File: config.mk
export PLATFORM = sky130hd
export DESIGN_NAME = silife_matrix_wb_bridge_flat
export DESIGN_NICKNAME = d
export VERILOG_FILES = /design/src/rtl/silife_matrix_wb_bridge_if.sv /design/src/rtl/silife_matrix_wb_bridge.sv /design/src/flat_wrapper.sv
export SDC_FILE = /design/constraint.sdc
export NUM_CORES = 1
export LEC_CHECK = 0
export BUFFER_PORTS_ARGS = -buffer_cell sky130_fd_sc_hd__buf_2
export CORE_MARGIN = 2
export CORE_UTILIZATION = 30
export DETAILED_ROUTE_END_ITERATION = 8
export GPL_TIMING_DRIVEN = 0
export PLACE_DENSITY = 0.62
export RECOVER_POWER = 100
export SYNTH_ARGS = -nofsm -noshare
export SYNTH_HDL_FRONTEND = slang
export SYNTH_SLANG_ARGS = --single-unit
File: constraint.sdc
create_clock -name clk -period 2.05 [get_ports clk]
set_input_delay 0.41 -clock clk [delete_from_list [all_inputs] [get_ports clk]]
set_output_delay 0.41 -clock clk [all_outputs]
set_load 0.02 [all_outputs]
File: src/rtl/silife_matrix_wb_bridge_if.sv
// Wishbone classic slave bundle for the SiLife matrix bridge.
interface silife_matrix_wb_bridge_if;
  logic        i_wb_cyc;
  logic        i_wb_stb;
  logic        i_wb_we;
  logic [3:0]  i_wb_sel;
  logic [31:0] i_wb_addr;
  logic [31:0] i_wb_data;
  logic        o_wb_ack;
  logic [31:0] o_wb_data;

  modport master (
    output i_wb_cyc, i_wb_stb, i_wb_we, i_wb_sel, i_wb_addr, i_wb_data,
    input  o_wb_ack, o_wb_data
  );

  modport slave (
    input  i_wb_cyc, i_wb_stb, i_wb_we, i_wb_sel, i_wb_addr, i_wb_data,
    output o_wb_ack, o_wb_data
  );
endinterface

File: src/rtl/silife_matrix_wb_bridge.sv
// Wishbone row-level access to the SiLife cell matrix, with a bulk
// fill/clear engine that sweeps one row per cycle.
module silife_matrix_wb_bridge #(
  parameter int WIDTH  = 64,
  parameter int HEIGHT = 32,
  localparam int ROW_BITS = $clog2(HEIGHT)
) (
  input  logic                clk,
  input  logic                reset,
  input  logic [WIDTH-1:0]    cells,
  output logic [ROW_BITS-1:0] row_select,
  output logic [WIDTH-1:0]    set_cells,
  output logic [WIDTH-1:0]    clear_cells,
  output logic                busy,
  silife_matrix_wb_bridge_if.slave wb
);
  localparam int WPR       = (WIDTH + 31) / 32;
  localparam int WORD_BITS = (WPR > 1) ? $clog2(WPR) : 0;

  typedef enum logic {IDLE, RUN} state_t;

  state_t              state_q, state_d;
  logic [ROW_BITS-1:0] cnt_q, cnt_d;
  logic                last_q, last_d;
  logic                ack_q, ack_d;
  logic [31:0]         rdata_q, rdata_d;

  logic [31:0]      word_idx, row_idx;
  logic [1:0]       mode;
  logic             req, ctrl_acc, row_acc, in_range;
  logic [31:0]      bmask, rd_word, ctrl_word;
  logic [WIDTH-1:0] m_w, d_w;

  // Address decode, byte-lane mask placement and row word extraction.
  always_comb begin
    word_idx  = (wb.i_wb_addr >> 2) & ((32'd1 << WORD_BITS) - 32'd1);
    row_idx   = (wb.i_wb_addr >> (2 + WORD_BITS)) & ((32'd1 << ROW_BITS) - 32'd1);
    mode      = wb.i_wb_addr[13:12];
    in_range  = (word_idx < 32'(WPR)) && (row_idx < 32'(HEIGHT));
    busy      = (state_q == RUN);
    req       = wb.i_wb_cyc & wb.i_wb_stb & ~ack_q & ~reset;
    ctrl_acc  = req & wb.i_wb_addr[14];
    row_acc   = req & ~wb.i_wb_addr[14] & ~busy;
    bmask     = {{8{wb.i_wb_sel[3]}}, {8{wb.i_wb_sel[2]}},
                 {8{wb.i_wb_sel[1]}}, {8{wb.i_wb_sel[0]}}};
    ctrl_word = {16'b0, 8'(cnt_q), 6'b0, last_q, busy};
    m_w       = '0;
    d_w       = '0;
    rd_word   = '0;
    for (int b = 0; b < WIDTH; b++) begin
      if (word_idx == 32'(b / 32)) begin
        m_w[b]            = bmask[b % 32];
        d_w[b]            = wb.i_wb_data[b % 32];
        rd_word[b % 32]   = cells[b];
      end
    end
  end

  // Bulk FSM next state, control register and registered bus response.
  always_comb begin
    state_d = state_q;
    cnt_d   = cnt_q;
    last_d  = last_q;
    ack_d   = ctrl_acc | row_acc;
    rdata_d = '0;
    if (row_acc && !wb.i_wb_we && in_range) rdata_d = rd_word;
    if (ctrl_acc && !wb.i_wb_we)            rdata_d = ctrl_word;
    case (state_q)
      IDLE: begin
        if (ctrl_acc && wb.i_wb_we) begin
          last_d = wb.i_wb_data[1];
          if (wb.i_wb_data[0]) begin
            state_d = RUN;
            cnt_d   = '0;
          end
        end
      end
      RUN: begin
        if (cnt_q == ROW_BITS'(HEIGHT - 1)) begin
          state_d = IDLE;
          cnt_d   = '0;
        end else begin
          cnt_d = cnt_q + 1'b1;
        end
      end
      default: state_d = IDLE;
    endcase
  end

  // Matrix-side outputs: bulk sweep in RUN, mode-dependent strobes on a write accept.
  always_comb begin
    set_cells   = '0;
    clear_cells = '0;
    row_select  = row_idx[ROW_BITS-1:0];
    if (busy) begin
      row_select  = cnt_q;
      set_cells   = {WIDTH{last_q}};
      clear_cells = {WIDTH{~last_q}};
    end else if (row_acc && wb.i_wb_we && in_range) begin
      case (mode)
        2'b00: begin
          set_cells   = m_w & d_w;
          clear_cells = m_w & ~d_w;
        end
        2'b01: set_cells   = m_w & d_w;
        2'b10: clear_cells = m_w & d_w;
        default: begin
          set_cells   = m_w & d_w & ~cells;
          clear_cells = m_w & d_w & cells;
        end
      endcase
    end
  end

  // State and bus response registers.
  always_ff @(posedge clk) begin
    if (reset) begin
      state_q <= IDLE;
      cnt_q   <= '0;
      last_q  <= 1'b0;
      ack_q   <= 1'b0;
      rdata_q <= '0;
    end else begin
      state_q <= state_d;
      cnt_q   <= cnt_d;
      last_q  <= last_d;
      ack_q   <= ack_d;
      rdata_q <= rdata_d;
    end
  end

  assign wb.o_wb_ack  = ack_q;
  assign wb.o_wb_data = rdata_q;
endmodule

File: src/flat_wrapper.sv
// flat-port wrapper written by rule: the top's interface ports become plain ports
module silife_matrix_wb_bridge_flat 
#(
  parameter int WIDTH  = 64,
  parameter int HEIGHT = 32,
  localparam int ROW_BITS = $clog2(HEIGHT)
)
  (clk, reset, cells, row_select, set_cells, clear_cells, busy, wb_i_wb_cyc, wb_i_wb_stb, wb_i_wb_we, wb_i_wb_sel, wb_i_wb_addr, wb_i_wb_data, wb_o_wb_ack, wb_o_wb_data);
  silife_matrix_wb_bridge_if wb_i ();
  input  logic clk;
  input  logic reset;
  input  logic [WIDTH-1:0] cells;
  output logic [ROW_BITS-1:0] row_select;
  output logic [WIDTH-1:0] set_cells;
  output logic [WIDTH-1:0] clear_cells;
  output logic busy;
  input wire logic [$bits(wb_i.i_wb_cyc)-1:0] wb_i_wb_cyc;
  input wire logic [$bits(wb_i.i_wb_stb)-1:0] wb_i_wb_stb;
  input wire logic [$bits(wb_i.i_wb_we)-1:0] wb_i_wb_we;
  input wire logic [$bits(wb_i.i_wb_sel)-1:0] wb_i_wb_sel;
  input wire logic [$bits(wb_i.i_wb_addr)-1:0] wb_i_wb_addr;
  input wire logic [$bits(wb_i.i_wb_data)-1:0] wb_i_wb_data;
  output wire logic [$bits(wb_i.o_wb_ack)-1:0] wb_o_wb_ack;
  output wire logic [$bits(wb_i.o_wb_data)-1:0] wb_o_wb_data;
  assign wb_i.i_wb_cyc = wb_i_wb_cyc;
  assign wb_i.i_wb_stb = wb_i_wb_stb;
  assign wb_i.i_wb_we = wb_i_wb_we;
  assign wb_i.i_wb_sel = wb_i_wb_sel;
  assign wb_i.i_wb_addr = wb_i_wb_addr;
  assign wb_i.i_wb_data = wb_i_wb_data;
  assign wb_o_wb_ack = wb_i.o_wb_ack;
  assign wb_o_wb_data = wb_i.o_wb_data;
  silife_matrix_wb_bridge #(.WIDTH(WIDTH), .HEIGHT(HEIGHT)) u_core (.clk(clk), .reset(reset), .cells(cells), .row_select(row_select), .set_cells(set_cells), .clear_cells(clear_cells), .busy(busy), .wb(wb_i));
endmodule
==> results.sh <==
export IMPL_yosysSeqAreaShare=0.193
export IMPL_power_switching_share=0.345
export IMPL_grt_start_max_net_pins=15
export IMPL_outcome="complete, but fails checks"
export IMPL_mappedNetlistNets=718
export IMPL_timing_worst_slew_pin_value_ps=1020
export IMPL_min_period_over_period=1.12
export IMPL_dieHeight_um=122
export IMPL_critical_path_most_common_cell="sky130_fd_sc_hd__buf_6"
export IMPL_postSynthAreaPerCell_um2=7.17
export IMPL_clock_sinks=40
export IMPL_tritoncts="done"
export IMPL_biggest_area_contributors_in_the_synthesized_netlist="sky130_fd_sc_hd__dfxtp_1 (19%), sky130_fd_sc_hd__nand2b_1 (10%), sky130_fd_sc_hd__a31oi_1 (9.9%)"
export IMPL_p_total_mw=2.61
export IMPL_cts_made_buffers=5
export IMPL_clk_root_buffer_cell="sky130_fd_sc_hd__clkbuf_16"
export IMPL_port_buffers=277
export IMPL_first_global_vias=5606
export IMPL_grt_total_usage=0.286
export IMPL_num_antenna_cells=0
export IMPL_globalRoute_totalOverflow=0
export IMPL_synth_warning_count=0
export IMPL_timing_max_transition_violations_final=0
export IMPL_final_setup_skew_ps=4.29
export IMPL_path_clk_slew_ps=70
export IMPL_slew_headroom=0.322
export IMPL_dpl_worst_slack_ps=-574
export IMPL_number_of_hold_violations_in_the_final_report=0
export IMPL_comb_power_share=0.329
export IMPL_crit_cells=6
export IMPL_critical_path_endpoint_type="primary output"
export IMPL_post_synth_instance_area_um2=4150
export IMPL_power_internal_mw=1.71
export IMPL_drtPass1Iterations=5
export IMPL_dr_first_iter_drc_count=454
export IMPL_synthDistinctLibCells=36
export IMPL_detail_route_wirelength_um=23000
export IMPL_synth_ff_latch_count=40
export IMPL_critPathArrivalTime_ps=1890
export IMPL_layout_min_cycle_time_ps=2300
export IMPL_flow_area_growth_from_synthesis_pct=87.2
export IMPL_timing_worst_setup_path_type="reg2out"
export IMPL_required_ps=1640
export IMPL_ys_flop_type="sky130_fd_sc_hd__dfxtp_1"
export IMPL_io_pin_count=304
export IMPL_power_density_nw_per_um2=336
export IMPL_ff2ff_path_depth=6
export IMPL_drt_wl_cell_um=21.7
export IMPL_achievable_freq_mhz=434
export IMPL_die_area_um2=14800
export IMPL_synthDominantCellAreaShare=0.193
export IMPL_drt_vias_per_instance=5.71
export IMPL_finalWeightedCongestion=0.897
export IMPL_hold_class="in2reg"
export IMPL_critical_path_top_delay_family="simple AND/OR/NAND/NOR gates"
export IMPL_first_pass_grt_wire_length_um=32000
export IMPL_final_net_count=1023
export IMPL_start_kind="register"
export IMPL_power_share_clock=0.370
export IMPL_path_buf_inv=3
export IMPL_cpPeakStageDelay_ps=410
export IMPL_hold_worst_slack_ps=351
export IMPL_cts_hold_repair_buffers=0
export IMPL_critical_path_peak_fanout=8
export IMPL_power_switching_mw=0.900
export IMPL_synth_area_leader_cell="sky130_fd_sc_hd__dfxtp_1"
export IMPL_failed_checks="setup timing"
export IMPL_finalInstanceArea_um2=7780
export IMPL_die_width_um=122
export IMPL_post_synth_inst_count=579
export IMPL_seq_power_share=0.300
export IMPL_start_util=0.310
export IMPL_num_vias=6057
export IMPL_min_path_cells=3
export IMPL_floorplan_core_area_um2=13400
export IMPL_number_of_enable_flip_flop_cells_after_synthesis=0
export IMPL_ys_async_sr_fraction=0
export IMPL_irDropWorstVdd_mv=0.318
export IMPL_cts_htree_levels=2
export IMPL_fp_row_count=42
export IMPL_post_dp_cell_area_um2=5760
export IMPL_antenna_found_initial=0
export IMPL_ctsLongestPathBuffers=2
export IMPL_setup_violations_final=126
export IMPL_maxCapViolations=0
export IMPL_post_route_worst_setup_slack_ps=-252
export IMPL_remaining_design_rule_violation_count=0
export IMPL_critical_path_cell_chain="buf_6 > and4bb_4 > buf_6 > nand3_4 > o21ai_1 > buf_2"
export IMPL_cellLeakagePower_nw=3.57
export IMPL_worst_skew_pair_late_latency_ps=300
export IMPL_fin_util=0.580
export IMPL_layout_cell_share_with_drive_strength_beyond_1=0.566
export IMPL_place_detailed_hpwl_um=16600
export IMPL_crit_slowest_cell="sky130_fd_sc_hd__and4bb_4"
export IMPL_ant_nets=0
export IMPL_grt_setup_unrepaired="yes"
==> layout by cell type (no fill, tap or decap), types with 4 or more instances in the layout <==
master / instances
sky130_fd_sc_hd__mux2i_1: 32
sky130_fd_sc_hd__nand2_1: 37
sky130_fd_sc_hd__buf_2: 164
sky130_fd_sc_hd__nor3_1: 34
sky130_fd_sc_hd__nand3_4: 8
sky130_fd_sc_hd__a31oi_1: 66
sky130_fd_sc_hd__o21ai_1: 10
sky130_fd_sc_hd__nor2_1: 27
sky130_fd_sc_hd__o21ai_2: 50
sky130_fd_sc_hd__nand2b_1: 67
sky130_fd_sc_hd__a21oi_1: 5
sky130_fd_sc_hd__o21ai_0: 4
sky130_fd_sc_hd__o21ai_4: 35
sky130_fd_sc_hd__buf_4: 32
sky130_fd_sc_hd__a31o_1: 31
sky130_fd_sc_hd__clkbuf_1: 7
sky130_fd_sc_hd__buf_6: 119
sky130_fd_sc_hd__mux2_2: 6
sky130_fd_sc_hd__clkbuf_16: 7
sky130_fd_sc_hd__buf_8: 5
sky130_fd_sc_hd__a21bo_2: 31
sky130_fd_sc_hd__o2bb2ai_1: 7
sky130_fd_sc_hd__clkbuf_2: 16
sky130_fd_sc_hd__dfxtp_1: 38
sky130_fd_sc_hd__clkbuf_4: 8
==> worst reg2reg max path, delay by kind of cell, from the launching register on <==
family,cells,cell delay (ps)
AO/OA/AOI/OAI,2,310
adder cells (fa/ha/maj),2,440
flip-flops,1,370
AND/OR/NAND/NOR,2,530
==> metal layers <==
metal,vias up,part of all wire,global-route usage
met2,354,0.50,0.489
met5,-,0,0
met1,2871,0.39,0.347
met4,0,0.033,0.110
met3,49,0.083,0.0651
li1,2783,-,-
==> final timing paths <==
check,to,slack (ps),startpoint
worst max-delay path,clear_cells[51],-250,u_core.busy
worst min-delay path,u_core.wb.o_wb_data[6],350,cells[6]
worst max register to register,u_core.cnt_q[3],330,u_core.cnt_q[0]
worst min register to register,u_core.wb.o_wb_data[1],520,u_core.last_q
==> registers in the layout, summed over array words and instances (netlist names) <==
signal and flops:
u_core.cnt_q 5, u_core.last_q 1, u_core.busy 1, u_core.wb.o_wb_ack 1, u_core.wb.o_wb_data 32
==> synth_stat cells (7+ instances only) <==
library cell / count
sky130_fd_sc_hd__buf_2: 16
sky130_fd_sc_hd__nand2b_1: 67
sky130_fd_sc_hd__clkbuf_1: 35
sky130_fd_sc_hd__a21bo_2: 31
sky130_fd_sc_hd__o21ai_1: 27
sky130_fd_sc_hd__buf_1: 7
sky130_fd_sc_hd__nor2_1: 27
sky130_fd_sc_hd__a31o_1: 31
sky130_fd_sc_hd__mux2i_1: 32
sky130_fd_sc_hd__dfxtp_1: 40
sky130_fd_sc_hd__a31oi_1: 66
sky130_fd_sc_hd__o21ai_0: 72
sky130_fd_sc_hd__nand2_1: 37
sky130_fd_sc_hd__o2bb2ai_1: 7
sky130_fd_sc_hd__nor3_1: 34
==> cell type report <==
| type | count | area (µm²) |
|---|---|---|
| inverters | 2 | 7.51 |
| clock inverters | 3 | 46.3 |
| multi-input cells | 476 | 3780 |
| fillers | 1241 | 5620 |
| plain buffers | 57 | 397 |
| repair buffers | 302 | 2390 |
| flip-flops and latches | 40 | 806 |
| well taps | 176 | 220 |
| clock buffers | 5 | 125 |
==> timing repair <==
item	CTS	global route
resized for setup	315	193
pin swaps	42	61
setup buffers	12	9
gates cloned	3	1
endpoints found under the setup margin	133	128
==> logic make-up after synthesis <==
| family | count (synthesis) | synth area share |
|---|---|---|
| AOI/OAI and AO/OA | 244 | 0.389 |
| adders and majority gates | 2 | 0.00602 |
| buffers and inverters | 63 | 0.0642 |
| DFF | 40 | 0.193 |
| muxes | 38 | 0.0934 |
| and+or+nand+nor | 192 | 0.255 |
==> stage by stage <==
stage | instances | setup TNS, ps
after detailed placement | 1032 | -34420
final | 1061 | -18800
after global routing | 1061 | -25670
after global placement | 1032 | -33660
after floorplan | 579 | -1020
after CTS | 1054 | -20300
==> power groups by stage <==
stage	combinational (mW)	clock (mW)	sequential, mW
detailed placement	0.705	0	0.802
finish	0.859	0.967	0.783
CTS	0.785	0.993	0.785
floorplan	0.397	0	0.808
global route	0.915	1.01	0.784
global placement	0.700	0	0.802
(Power assumes the default switching activity.)
